<file path="config.mk">
export PLATFORM = sky130hd
export DESIGN_NAME = pulse_meter_multi
export DESIGN_NICKNAME = d
export VERILOG_FILES = /design/src/rtl/pulse_meter_multi.sv
export SDC_FILE = /design/constraint.sdc
export NUM_CORES = 1
export LEC_CHECK = 0
export BUFFER_PORTS_ARGS = -buffer_cell sky130_fd_sc_hd__buf_2
export CAP_MARGIN = 20
export CORE_AREA = 2 2 145 147
export DETAILED_ROUTE_END_ITERATION = 12
export DIE_AREA = 0 0 147 149
export GPL_TIMING_DRIVEN = 0
export PLACE_DENSITY = 0.66
export SLEW_MARGIN = 20
export SYNTH_ARGS = -nofsm -noshare
export SYNTH_HDL_FRONTEND = slang
export SYNTH_SLANG_ARGS = --single-unit
</file>
<file path="constraint.sdc">
create_clock -name sys_clk -period 3.1 [get_ports sys_clk]
set_input_delay 0.155 -clock sys_clk [delete_from_list [all_inputs] [get_ports sys_clk]]
set_output_delay 0.155 -clock sys_clk [all_outputs]
set_load 0.005 [all_outputs]
</file>
<file path="src/rtl/pulse_meter_multi.sv">
// pulse_meter_multi
//   Multi-channel pulse measurement. Every channel has its own saturating
//   counter that measures high width, low width, period, or rising edges
//   inside a gate window. Each finished measurement is latched and
//   announced with a one-cycle strobe.
//
// Ports
//   sys_clk     system clock, rising edge
//   sys_rst     synchronous active-high reset
//   mode        0 high width, 1 low width, 2 period, 3 gated edge count
//   rst_value   counter start value, shared by all channels
//   ch_en       per-channel enable
//   gate        count window for mode 3
//   sig_in      measured signals, already synchronous
//   sig_out     combinational copy of sig_in
//   meas_data   latched results, channel i at [i*WIDTH +: WIDTH]
//   meas_valid  one-cycle strobe per channel when its result updates
//   meas_ovf    saturation flag latched with each result
module pulse_meter_multi #(
    parameter int WIDTH    = 16,
    parameter int CHANNELS = 4
) (
    input  logic                      sys_clk,
    input  logic                      sys_rst,
    input  logic [1:0]                mode,
    input  logic [WIDTH-1:0]          rst_value,
    input  logic [CHANNELS-1:0]       ch_en,
    input  logic                      gate,
    input  logic [CHANNELS-1:0]       sig_in,
    output logic [CHANNELS-1:0]       sig_out,
    output logic [CHANNELS*WIDTH-1:0] meas_data,
    output logic [CHANNELS-1:0]       meas_valid,
    output logic [CHANNELS-1:0]       meas_ovf
);

    localparam logic [WIDTH-1:0] ONE = {{(WIDTH-1){1'b0}}, 1'b1};

    logic       gate_d;
    logic [1:0] mode_d;
    logic       grise;
    logic       gfall;
    logic       mode_chg;

    assign sig_out  = sig_in;
    assign grise    = gate & ~gate_d;
    assign gfall    = ~gate & gate_d;
    assign mode_chg = (mode != mode_d);

    // Tracking these during reset as well keeps a held gate or mode from
    // looking like an edge or a mode change at reset release.
    always_ff @(posedge sys_clk) begin
        gate_d <= gate;
        mode_d <= mode;
    end

    for (genvar i = 0; i < CHANNELS; i++) begin : g_ch
        logic             sig_d;
        logic             sat;
        logic             armed;
        logic [WIDTH-1:0] cnt;
        logic [WIDTH-1:0] data_r;
        logic             ovf_r;
        logic             valid_r;

        logic             lvl;
        logic             lvl_d;
        logic             rise;
        logic             lvl_rise;
        logic             lvl_fall;
        logic [WIDTH-1:0] cnt_inc;
        logic             sat_inc;

        // Low-width mode is high-width mode on the inverted input.
        assign lvl      = (mode == 2'd1) ? ~sig_in[i] : sig_in[i];
        assign lvl_d    = (mode == 2'd1) ? ~sig_d     : sig_d;
        assign rise     = sig_in[i] & ~sig_d;
        assign lvl_rise = lvl & ~lvl_d;
        assign lvl_fall = ~lvl & lvl_d;

        // Saturating increment: hold at all-ones and flag it.
        assign cnt_inc  = (cnt == '1) ? cnt : cnt + ONE;
        assign sat_inc  = (cnt == '1) ? 1'b1 : sat;

        always_ff @(posedge sys_clk) begin
            if (sys_rst) begin
                sig_d   <= sig_in[i];
                cnt     <= rst_value;
                sat     <= 1'b0;
                armed   <= 1'b0;
                data_r  <= '0;
                ovf_r   <= 1'b0;
                valid_r <= 1'b0;
            end else begin
                sig_d   <= sig_in[i];
                valid_r <= 1'b0;
                if (!ch_en[i] || mode_chg) begin
                    // Disabled channels keep their last result; a mode
                    // change drops any partial count without a strobe.
                    cnt   <= rst_value;
                    sat   <= 1'b0;
                    armed <= 1'b0;
                end else begin
                    case (mode)
                        2'd0, 2'd1: begin
                            if (lvl_rise) begin
                                cnt   <= rst_value + ONE;
                                sat   <= 1'b0;
                                armed <= 1'b1;
                            end else if (lvl && lvl_d) begin
                                cnt <= cnt_inc;
                                sat <= sat_inc;
                            end else if (lvl_fall && armed) begin
                                data_r  <= cnt;
                                ovf_r   <= sat;
                                valid_r <= 1'b1;
                                armed   <= 1'b0;
                            end
                        end
                        2'd2: begin
                            if (rise) begin
                                // Capture the finished period and start the
                                // next one on the same edge.
                                if (armed) begin
                                    data_r  <= cnt;
                                    ovf_r   <= sat;
                                    valid_r <= 1'b1;
                                end
                                cnt   <= rst_value + ONE;
                                sat   <= 1'b0;
                                armed <= 1'b1;
                            end else if (armed) begin
                                cnt <= cnt_inc;
                                sat <= sat_inc;
                            end
                        end
                        default: begin
                            if (grise) begin
                                cnt <= rst_value + {{(WIDTH-1){1'b0}}, rise};
                                sat <= 1'b0;
                            end else if (gate && gate_d) begin
                                if (rise) begin
                                    cnt <= cnt_inc;
                                    sat <= sat_inc;
                                end
                            end else if (gfall) begin
                                // A rise coinciding with the gate fall is
                                // outside the window and is not counted.
                                data_r  <= cnt;
                                ovf_r   <= sat;
                                valid_r <= 1'b1;
                            end
                        end
                    endcase
                end
            end
        end

        assign meas_data[i*WIDTH +: WIDTH] = data_r;
        assign meas_valid[i]               = valid_r;
        assign meas_ovf[i]                 = ovf_r;
    end

endmodule

</file>
# After elaboration in Yosys (flattened, before gate mapping)

Cells that the tools add are included.

Bits in registers: 151
Bits of input ports: 29
Output and inout bits: 76
Word-level logic and storage cells: 389

Add/sub/neg operators: 9
Eq/ne operators: 53
Mux-type cells: 207
Bitwise gates (word level): 36
Reductions and logical operators: 54

Operators by type and width:

| operator                                              | count |
|---|---|
| 2-to-1 mux 16 bit                                     | 72 |
| case mux 16 bit (2 select lines)                      | 8 |
| 2-to-1 mux 1 bit                                      | 111 |
| adder 16 x 1 -> 16 bit, second input constant         | 5 |
| adder 16 x 1 -> 16 bit                                | 4 |
| == test 16 bit, second input constant                 | 4 |
| inequality test 3 bit, second input constant          | 16 |
| AND reduction 4 bit                                   | 12 |
| nonzero test 6 bit                                    | 8 |
| inequality test 2 bit, second input constant          | 20 |
| inequality test 5 bit, second input constant          | 8 |
| AND reduction 9 bit                                   | 4 |
| case mux 1 bit (2 select lines)                       | 16 |
| inverter 1 bit                                        | 22 |
| nonzero test 4 bit                                    | 5 |
| AND 1 bit                                             | 14 |
| OR reduction 2 bit                                    | 5 |
| logical AND 1 bit                                     | 9 |
| inequality test 3 x 1 -> 1 bit, second input constant | 2 |
| logical NOT 1 bit                                     | 4 |
| logical OR 1 bit                                      | 4 |
| nonzero test 3 bit                                    | 1 |
| == test 2 x 1 -> 1 bit, second input constant         | 1 |
| == test 2 bit, second input constant                  | 1 |
| other kinds (3)                                       | 3 |

# Logic depth before layout (Yosys ltp)

Gate-level depths: netlist of the first run.

Depth in word-level cells: 9
Mapped depth: 11
Mapped depth without buffers: 10

# Worst setup path after synthesis of the first run

No wires, ideal clock.

Path kind: reg2reg
Start: register g_ch[1].sig_d
End: register g_ch[1].cnt[14] (data pin)
Setup time: 261 ps
Data arrival time: 2089 ps
Data required time: 2839 ps
Slack: 751 ps
Cell stages (with the launch flop): 11
Buffers on the path: 0
Period minus slack after synthesis: 2349 ps
Cell sequence: dfxtp_1 nand2b_1 inv_1 ha_1 ha_1 nand2_1 or3_1 nor2_1 xnor2_1 o22ai_1 a221o_1

Longest elaborated chain between the ends: 8
Elaborated cells on any way between the ends: 12
Classes of those cells: add/sub (1); mux (7); bitwise (4)

RTL lines:

| item                                                                           | line | source |
|---|---|---|
| start, declared                                                                | 57   | `logic sig_d;` |
| start signal, assigned                                                         | 86   | `sig_d <= sig_in[i];` |
| start signal, assigned                                                         | 94   | `sig_d <= sig_in[i];` |
| parallel branches: the longest is 5 deep, another holds adder 16 x 1 -> 16 bit | -    |  |
| case mux 16 bit (2 select lines) *                                             | 103  | `case (mode)` |
| 2-to-1 mux 16 bit *                                                            | 96   | `if (!ch_en[i] \|\| mode_chg) begin` |
| 2-to-1 mux 16 bit *                                                            | 85   | `if (sys_rst) begin` |
| end signal, assigned                                                           | 87   | `cnt <= rst_value;` |
| end signal, assigned                                                           | 99   | `cnt <= rst_value;` |
| end signal, assigned                                                           | 106  | `cnt <= rst_value + ONE;` |
| end, declared                                                                  | 60   | `logic [WIDTH-1:0] cnt;` |

Every way passes the cells marked *.
A chain may end at the register's enable or synchronous reset.

# Worst setup path in the final report of the first run

Start: input port rst_value[1]
End: register g_ch[1].cnt[11] (data pin)

Longest elaborated chain between the ends: 5
Elaborated cells on any way between the ends: 8
Classes of those cells: add/sub (2); mux (6)

RTL lines:

| item                                             | line          | source |
|---|---|---|
| start, declared                                  | 26            | `input logic [WIDTH-1:0] rst_value,` |
| adder 16 x 1 -> 16 bit, on equally long branches | 138, 106, 128 |  |
| 2-to-1 mux 16 bit, on equally long branches      | 137, 105, 120 |  |
| case mux 16 bit (2 select lines) *               | 103           |  |
| 2-to-1 mux 16 bit *                              | 96            |  |
| 2-to-1 mux 16 bit *                              | 85            |  |
| end signal, assigned                             | 87            |  |
| end signal, assigned                             | 99            |  |
| end signal, assigned                             | 138           | `cnt <= rst_value + {{(WIDTH-1){1'b0}}, rise};` |

Mark *: on every way between the ends. The rest lies on a longest branch, timed or not.

==> results of run 1 <==
==> worst max-delay path by stage <==
stage	depth (start not counted)	to	slack, ns	from
global placement	8	g_ch[1].cnt[11]$_DFFE_PP_	-0.21	rst_value[1]
global route	13	g_ch[3].cnt[12]$_DFFE_PP_	0.04	sig_in[3]
CTS	9	g_ch[1].cnt[13]$_DFFE_PP_	0.03	mode[0]
detailed placement	8	g_ch[1].cnt[11]$_DFFE_PP_	-0.22	rst_value[1]
finish	8	g_ch[1].cnt[11]$_DFFE_PP_	0.03	rst_value[1]
floorplan	10	g_ch[1].cnt[14]$_DFFE_PP_	0.75	g_ch[1].sig_d$_DFF_P_
==> timing repair <==
item	CTS	global route
setup endpoints to repair	0	44
hold buffers	7	0
gates resized for setup	0	5
endpoints found under the hold margin	7	0
==> registers in the layout, indices dropped and copies added (netlist names) <==
register,cells
g_ch.ovf_r,4
g_ch.sig_d,4
mode_d,2
g_ch.sat,4
g_ch.cnt,64
g_ch.armed,4
gate_d,1
g_ch.valid_r,4
g_ch.data_r,64
==> cells in the mapped netlist (all sizes together) (4+ instances only) <==
cell type  number  area share
clkbuf         49       0.018
o221ai         23       0.020
and4           15       0.013
a21o            5      0.0038
o22ai          32       0.020
nand4          18       0.011
a221o          14       0.014
xnor2          29       0.025
dfxtp          87        0.17
and2           13      0.0082
nand2          98       0.037
nor2          163       0.062
nand3b          4      0.0030
o211ai         16       0.012
mux2i          77       0.077
a21oi          50       0.025
a31oi           7      0.0044
and3           14      0.0088
or3            10      0.0068
or2             4      0.0025
nor3           28       0.015
ha             13       0.016
nand3          50       0.025
a22oi           7      0.0053
o32a            7      0.0070
o21a            6      0.0045
o21ai          99       0.050
xor2           26       0.023
inv            13      0.0049
o311ai          6      0.0053
edfxtp         64        0.19
buf            54       0.032
nor4            7      0.0044
nand2b         16       0.011
a211oi          7      0.0053
o32ai           4      0.0035
a221oi          8      0.0070
==> power breakdown <==
part	switching [mW]	internal, mW	leakage, nW
logic	0.511	0.275	2.51
clock network	0.931	1.09	0.284
registers	0.127	2.19	1.38
==> logic make-up after synthesis <==
| group | after synthesis | share of synthesized area |
|---|---|---|
| flip-flops | 151 | 0.367 |
| adder cells (fa/ha/maj) | 13 | 0.0163 |
| AND/OR/NAND/NOR | 451 | 0.216 |
| buffers and inverters | 116 | 0.0551 |
| AO/OA/AOI/OAI | 323 | 0.217 |
| XOR/XNOR | 55 | 0.0483 |
| multiplexers | 80 | 0.0807 |
==> cell type report <==
class,instances,area [µm²],share of cell area
sequential,151,3660,0.320
inverter,13,48.8,0.00426
clock inverter,14,108,0.00940
timing repair buffer,103,551,0.0481
multi-input combinational,922,5770,0.504
antenna,3,7.51,0.000656
buffer,103,502,0.0438
tap,275,344,0.0301
clock buffer,18,450,0.0393
==> metal layers <==
metal | vias up | global-route usage | routed length [µm]
met5 | - | 0 | 13
met4 | 2 | 0.154 | 1850
met3 | 124 | 0.0734 | 3830
met2 | 602 | 0.497 | 15600
met1 | 4854 | 0.459 | 15600
li1 | 4690 | - | -
==> critical path, stage by stage <==
cell,delay (ns)
buf_2,0.25
clkbuf_1,0.69
nand3_1,0.22
clkbuf_1,0.40
nor3_1,0.94
o22ai_1,0.20
o22ai_1,0.25
o21ai_1,0.11
==> impl_metrics.py, run 1 <==
metrics = {
    "floorplan": {
        "die_w_um": 147,
        "core_area_um2": 20600,
        "die_y_um": 149,
        "start_util": 0.485,
        "pin_count": 105,
        "rows": 53,
        "dieArea_um2": 21900,
    },
    "timing": {
        "setup_viol": 0,
        "relSlewSlack": 0.269,
        "fmax_mhz": 326,
        "final_max_slew_viol_count": 0,
        "hold_violations": 0,
        "grt_setup_unrepaired": "false",
        "layout_setup_ws_ns": 0.0331,
        "fin_tns_setup_ns": 0,
        "worstMarginPinSlew_ns": 1.09,
        "finalClockSkew_ns": 0.00784,
        "finalCriticalPeriod_ns": 3.07,
        "whs_ns": 0.320,
        "fin_crit_sh": 0.989,
    },
    "logic_synthesis": {
        "syn_inst": 1189,
        "ys_seq_area_frac": 0.367,
        "syn_nets": 1231,
        "synth_cell_types": 74,
        "synth_edf_count": 64,
        "yosysWarningCount": 0,
        "avgSynthCellArea_um2": 8.39,
        "syn-cell-area_um2": 9970,
        "async_flop_share": 0,
        "synthFlopType": "dfxtp_1",
        "ys_ff_latch": 151,
    },
    "hold_path": {
        "hp-class": "primary input to flop",
        "holdPathEnd": "g_ch[2].sat$_SDFFE_PP0P_",
        "min_path_cells": 4,
        "min_from": "ch_en[2]",
    },
    "grt": {
        "grt_overflow": 0,
        "grtUsageTotal": 0.332,
        "grt_first_pass_wirelength_mm": 55.3,
        "antenna_found_initial": 2,
        "grt_max_degree": 17,
        "grt_pass1_vias": 9400,
    },
    "layout": {
        "mostFrequentLayoutCells": "nor2_1 (161), buf_2 (124), nand2_1 (96)",
        "n_fill_cell": 2001,
        "nets": 1353,
        "fin_util": 0.557,
        "syn2layout_area_growth_pct": 14.8,
        "design_area_um2": 11400,
        "layout_commonest_cell": "nor2_1",
        "final_cells": 1602,
        "drive_gt1_frac": 0.144,
    },
    "place": {
        "placed_area_um2": 10800,
        "io_buffers": 96,
        "post-place-ws_ns": -0.221,
        "place_congestion": 1.04,
        "hpwl_mm": 26.7,
        "dpl.cell_count": 1560,
    },
    "clocking": {
        "cts_sinks": 151,
        "cts-buffers-inserted": 17,
        "clk_latency_ns": 0.44,
        "cts_tree": "done",
        "cts_setup_buffers": 0,
        "htree_levels": 4,
        "cts.clk_slew.worst_paths_ns": 0.06,
        "clockBufferDepth": 2,
        "cts-root-buf": "clkbuf_16",
    },
    "worst_setup_path": {
        "crit_fanout": 10,
        "cp.arrival_ns": 3.24,
        "timing.rr.start": "gate_d$_DFF_P_",
        "startpoint_type": "primary input",
        "r2r_slack_ns": 0.37,
        "worstSetupEndpointType": "flop",
        "rr_worst_depth": 6,
        "r2r_end": "g_ch[2].cnt[13]$_DFFE_PP_",
        "crit_type": "primary input to flop",
        "worst_ep_required_time_ns": 3.28,
    },
    "detailed_routing": {
        "post_drt_wl_per_cell_um": 23.0,
        "ant_nets": 0,
        "vias": 10300,
        "vias_per_cell": 6.41,
        "dr.pass1.iters": 6,
        "drt_iter0_drc": 1016,
        "routed_wl_mm": 36.9,
        "drc": 0,
    },
    "power": {
        "leakagePower_nw": 4.17,
        "finalPower_mw": 5.12,
        "ir_worst_vdd_mv": 0.366,
        "powerDensity_nw_per_um2": 447,
    },
    "status": {
        "status": "completed",
    },
    "job": {
        "drv_cap": 0,
    },
}
Power figures use the tool's default switching activity.
==> run 2, diff against run 1 <==
- CORE_AREA: 2 2 145 147 -> 2 2 134 136
- DIE_AREA: 0 0 147 149 -> 0 0 136 138
- PLACE_DENSITY: 0.66 -> 0.76
- SETUP_SLACK_MARGIN: unset -> 0.1
==> run 2 against run 1 <==
Net effect: die area decreased by 14%; global-route usage increased by 4.8 points; first-iteration DRC count increased by 49%; sequential share of layout area increased by 0.095 points; critical path type unchanged; critical endpoint unchanged.
==> impl_metrics.py, run 2 (synthesized netlist as in run 1, its figures left out) <==
metrics = {
    "place": {
        "place_congestion": 1.11,
        "dpl.cell_count": 1514,
        "io_buffers": 96,
        "placed_area_um2": 10700,
        "post-place-ws_ns": -0.110,
        "hpwl_mm": 25.6,
    },
    "floorplan": {
        "dieArea_um2": 18800,
        "die_y_um": 138,
        "start_util": 0.569,
        "core_area_um2": 17500,
        "rows": 49,
        "die_w_um": 136,
        "pin_count": 105,
    },
    "grt": {
        "antenna_found_initial": 1,
        "grt_pass1_vias": 9592,
        "grt_first_pass_wirelength_mm": 54.6,
        "grtUsageTotal": 0.380,
        "grt_overflow": 0,
        "grt_max_degree": 17,
    },
    "timing": {
        "hold_violations": 0,
        "layout_setup_ws_ns": 0.0738,
        "fmax_mhz": 330,
        "whs_ns": 0.300,
        "worstMarginPinSlew_ns": 1.19,
        "setup_viol": 0,
        "final_max_slew_viol_count": 0,
        "fin_crit_sh": 0.976,
        "finalClockSkew_ns": 0.00774,
        "relSlewSlack": 0.200,
        "grt_setup_unrepaired": "false",
        "finalCriticalPeriod_ns": 3.03,
    },
    "layout": {
        "largest_registers": "g_ch.cnt (64), g_ch.data_r (64)",
        "mostFrequentLayoutCells": "nor2_1 (161), buf_2 (124), nand2_1 (98)",
        "drive_gt1_frac": 0.141,
        "nets": 1352,
        "syn2layout_area_growth_pct": 14.4,
        "design_area_um2": 11400,
        "final_cells": 1553,
        "layout_commonest_cell": "nor2_1",
    },
    "clocking": {
        "htree_levels": 4,
        "cts_sinks": 151,
        "cts.clk_slew.worst_paths_ns": 0.07,
        "clockBufferDepth": 2,
        "cts-root-buf": "clkbuf_16",
        "clk_latency_ns": 0.44,
        "cts_tree": "done",
        "cts-buffers-inserted": 17,
    },
    "detailed_routing": {
        "vias_per_cell": 6.71,
        "dr.pass1.iters": 7,
        "drt_iter0_drc": 1515,
        "post_drt_wl_per_cell_um": 23.2,
        "vias": 10400,
        "drc": 0,
        "ant_nets": 0,
        "routed_wl_mm": 36.0,
    },
    "worst_setup_path": {
        "r2r_end": "g_ch[1].cnt[14]$_DFFE_PP_",
        "path_cells": "buf_2 -> clkbuf_1 -> nand3_1 -> clkbuf_1 -> nor3_1 -> o22ai_1 -> o22ai_1 -> o21ai_1",
        "startpoint_type": "primary input",
        "r2r_slack_ns": 0.23,
        "critPathSlowestCell": "nor3_1",
        "cp.arrival_ns": 3.21,
        "crit_fanout": 10,
        "crit_type": "primary input to flop",
        "crit_family": "buffers and inverters",
        "worst_ep_required_time_ns": 3.28,
        "worstSetupEndpointType": "flop",
        "critPathMaxStageDelay_ns": 0.87,
        "path_buf_inv": 3,
        "rr_worst_depth": 6,
        "timing.rr.start": "mode_d[1]$_DFF_P_",
    },
    "job": {
        "drv_cap": 0,
    },
    "hold_path": {
        "min_from": "ch_en[2]",
        "hp-class": "primary input to flop",
        "holdPathEnd": "g_ch[2].sat$_SDFFE_PP0P_",
        "min_path_cells": 4,
    },
    "status": {
        "status": "completed",
    },
    "power": {
        "powerDensity_nw_per_um2": 458,
        "leakagePower_nw": 4.18,
        "ir_worst_vdd_mv": 0.385,
    },
}
[run 2: changes by cell type in the layout (fill, tap and decap cells not counted), sizes merged]
cell,previous run,this run
bufinv,0,1
clkinv,5,3
diode,3,1
clkbuf,67,66
clkinvlp,0,1
[run 2: worst min-delay path, stage by stage]
cell and delay (ns):
buf_2 0.15, nand2_1 0.15, nor2_1 0.12, o21a_1 0.11
[run 2: worst max-delay path by stage]
| stage | from | to | slack [ns] | cells past startpoint |
|---|---|---|---|---|
| 6_report | rst_value[1] | g_ch[1].cnt[11]$_DFFE_PP_ | 0.07 | 8 |
| 3_5_place_dp | rst_value[1] | g_ch[1].cnt[11]$_DFFE_PP_ | -0.11 | 8 |
| 2_1_floorplan | g_ch[1].sig_d$_DFF_P_ | g_ch[1].cnt[14]$_DFFE_PP_ | 0.75 | 10 |
| 5_1_grt | rst_value[1] | g_ch[1].cnt[11]$_DFFE_PP_ | 0.11 | 8 |
| 4_1_cts | mode_d[1]$_DFF_P_ | g_ch[1].cnt[9]$_DFFE_PP_ | 0.17 | 6 |
| 3_3_place_gp | rst_value[1] | g_ch[1].cnt[11]$_DFFE_PP_ | -0.07 | 8 |
[run 2: routing by layer]
| metal | share of wire | vias up | GRT usage |
|---|---|---|---|
| li1 | - | 4670 | - |
| met1 | 0.40 | 4877 | 0.526 |
| met2 | 0.42 | 714 | 0.545 |
| met3 | 0.13 | 164 | 0.106 |
| met4 | 0.051 | 2 | 0.186 |
| met5 | 0.00089 | - | 0 |
[run 2: timing repair]
item | CTS | global route
setup buffers | 0 | 0
setup endpoints to repair | 0 | 20
gates resized for setup | 0 | 1
hold buffers | 7 | 0
hold endpoints to repair | 7 | 0
[run 2: metrics by stage]
| step | power, mW | utilization | TNS, ns |
|---|---|---|---|
| after detailed placement | 3.08 | 0.613 | -0.240 |
| after global placement | 3.07 | 0.613 | -0.108 |
| after CTS | 5.19 | 0.651 | 0 |
| final | 5.23 | 0.651 | 0 |
| after global routing | 5.39 | 0.651 | 0 |
| after floorplan | 2.81 | - | 0 |
[run 2: where the power goes]
part / switching (mW) / internal [mW] / leakage [nW]
clock network: 0.949 / 1.19 / 0.294
registers: 0.125 / 2.19 / 1.38
logic: 0.513 / 0.275 / 2.50
[run 2: cell type report]
class	count	area [µm²]
Fill cell	1558	6120
Multi-Input combinational cell	922	5770
Sequential cell	151	3660
Timing Repair Buffer	103	551
Buffer	102	497
Clock buffer	18	450
Tap cell	229	287
Clock inverter	14	146
Inverter	13	48.8
Antenna cell	1	2.50
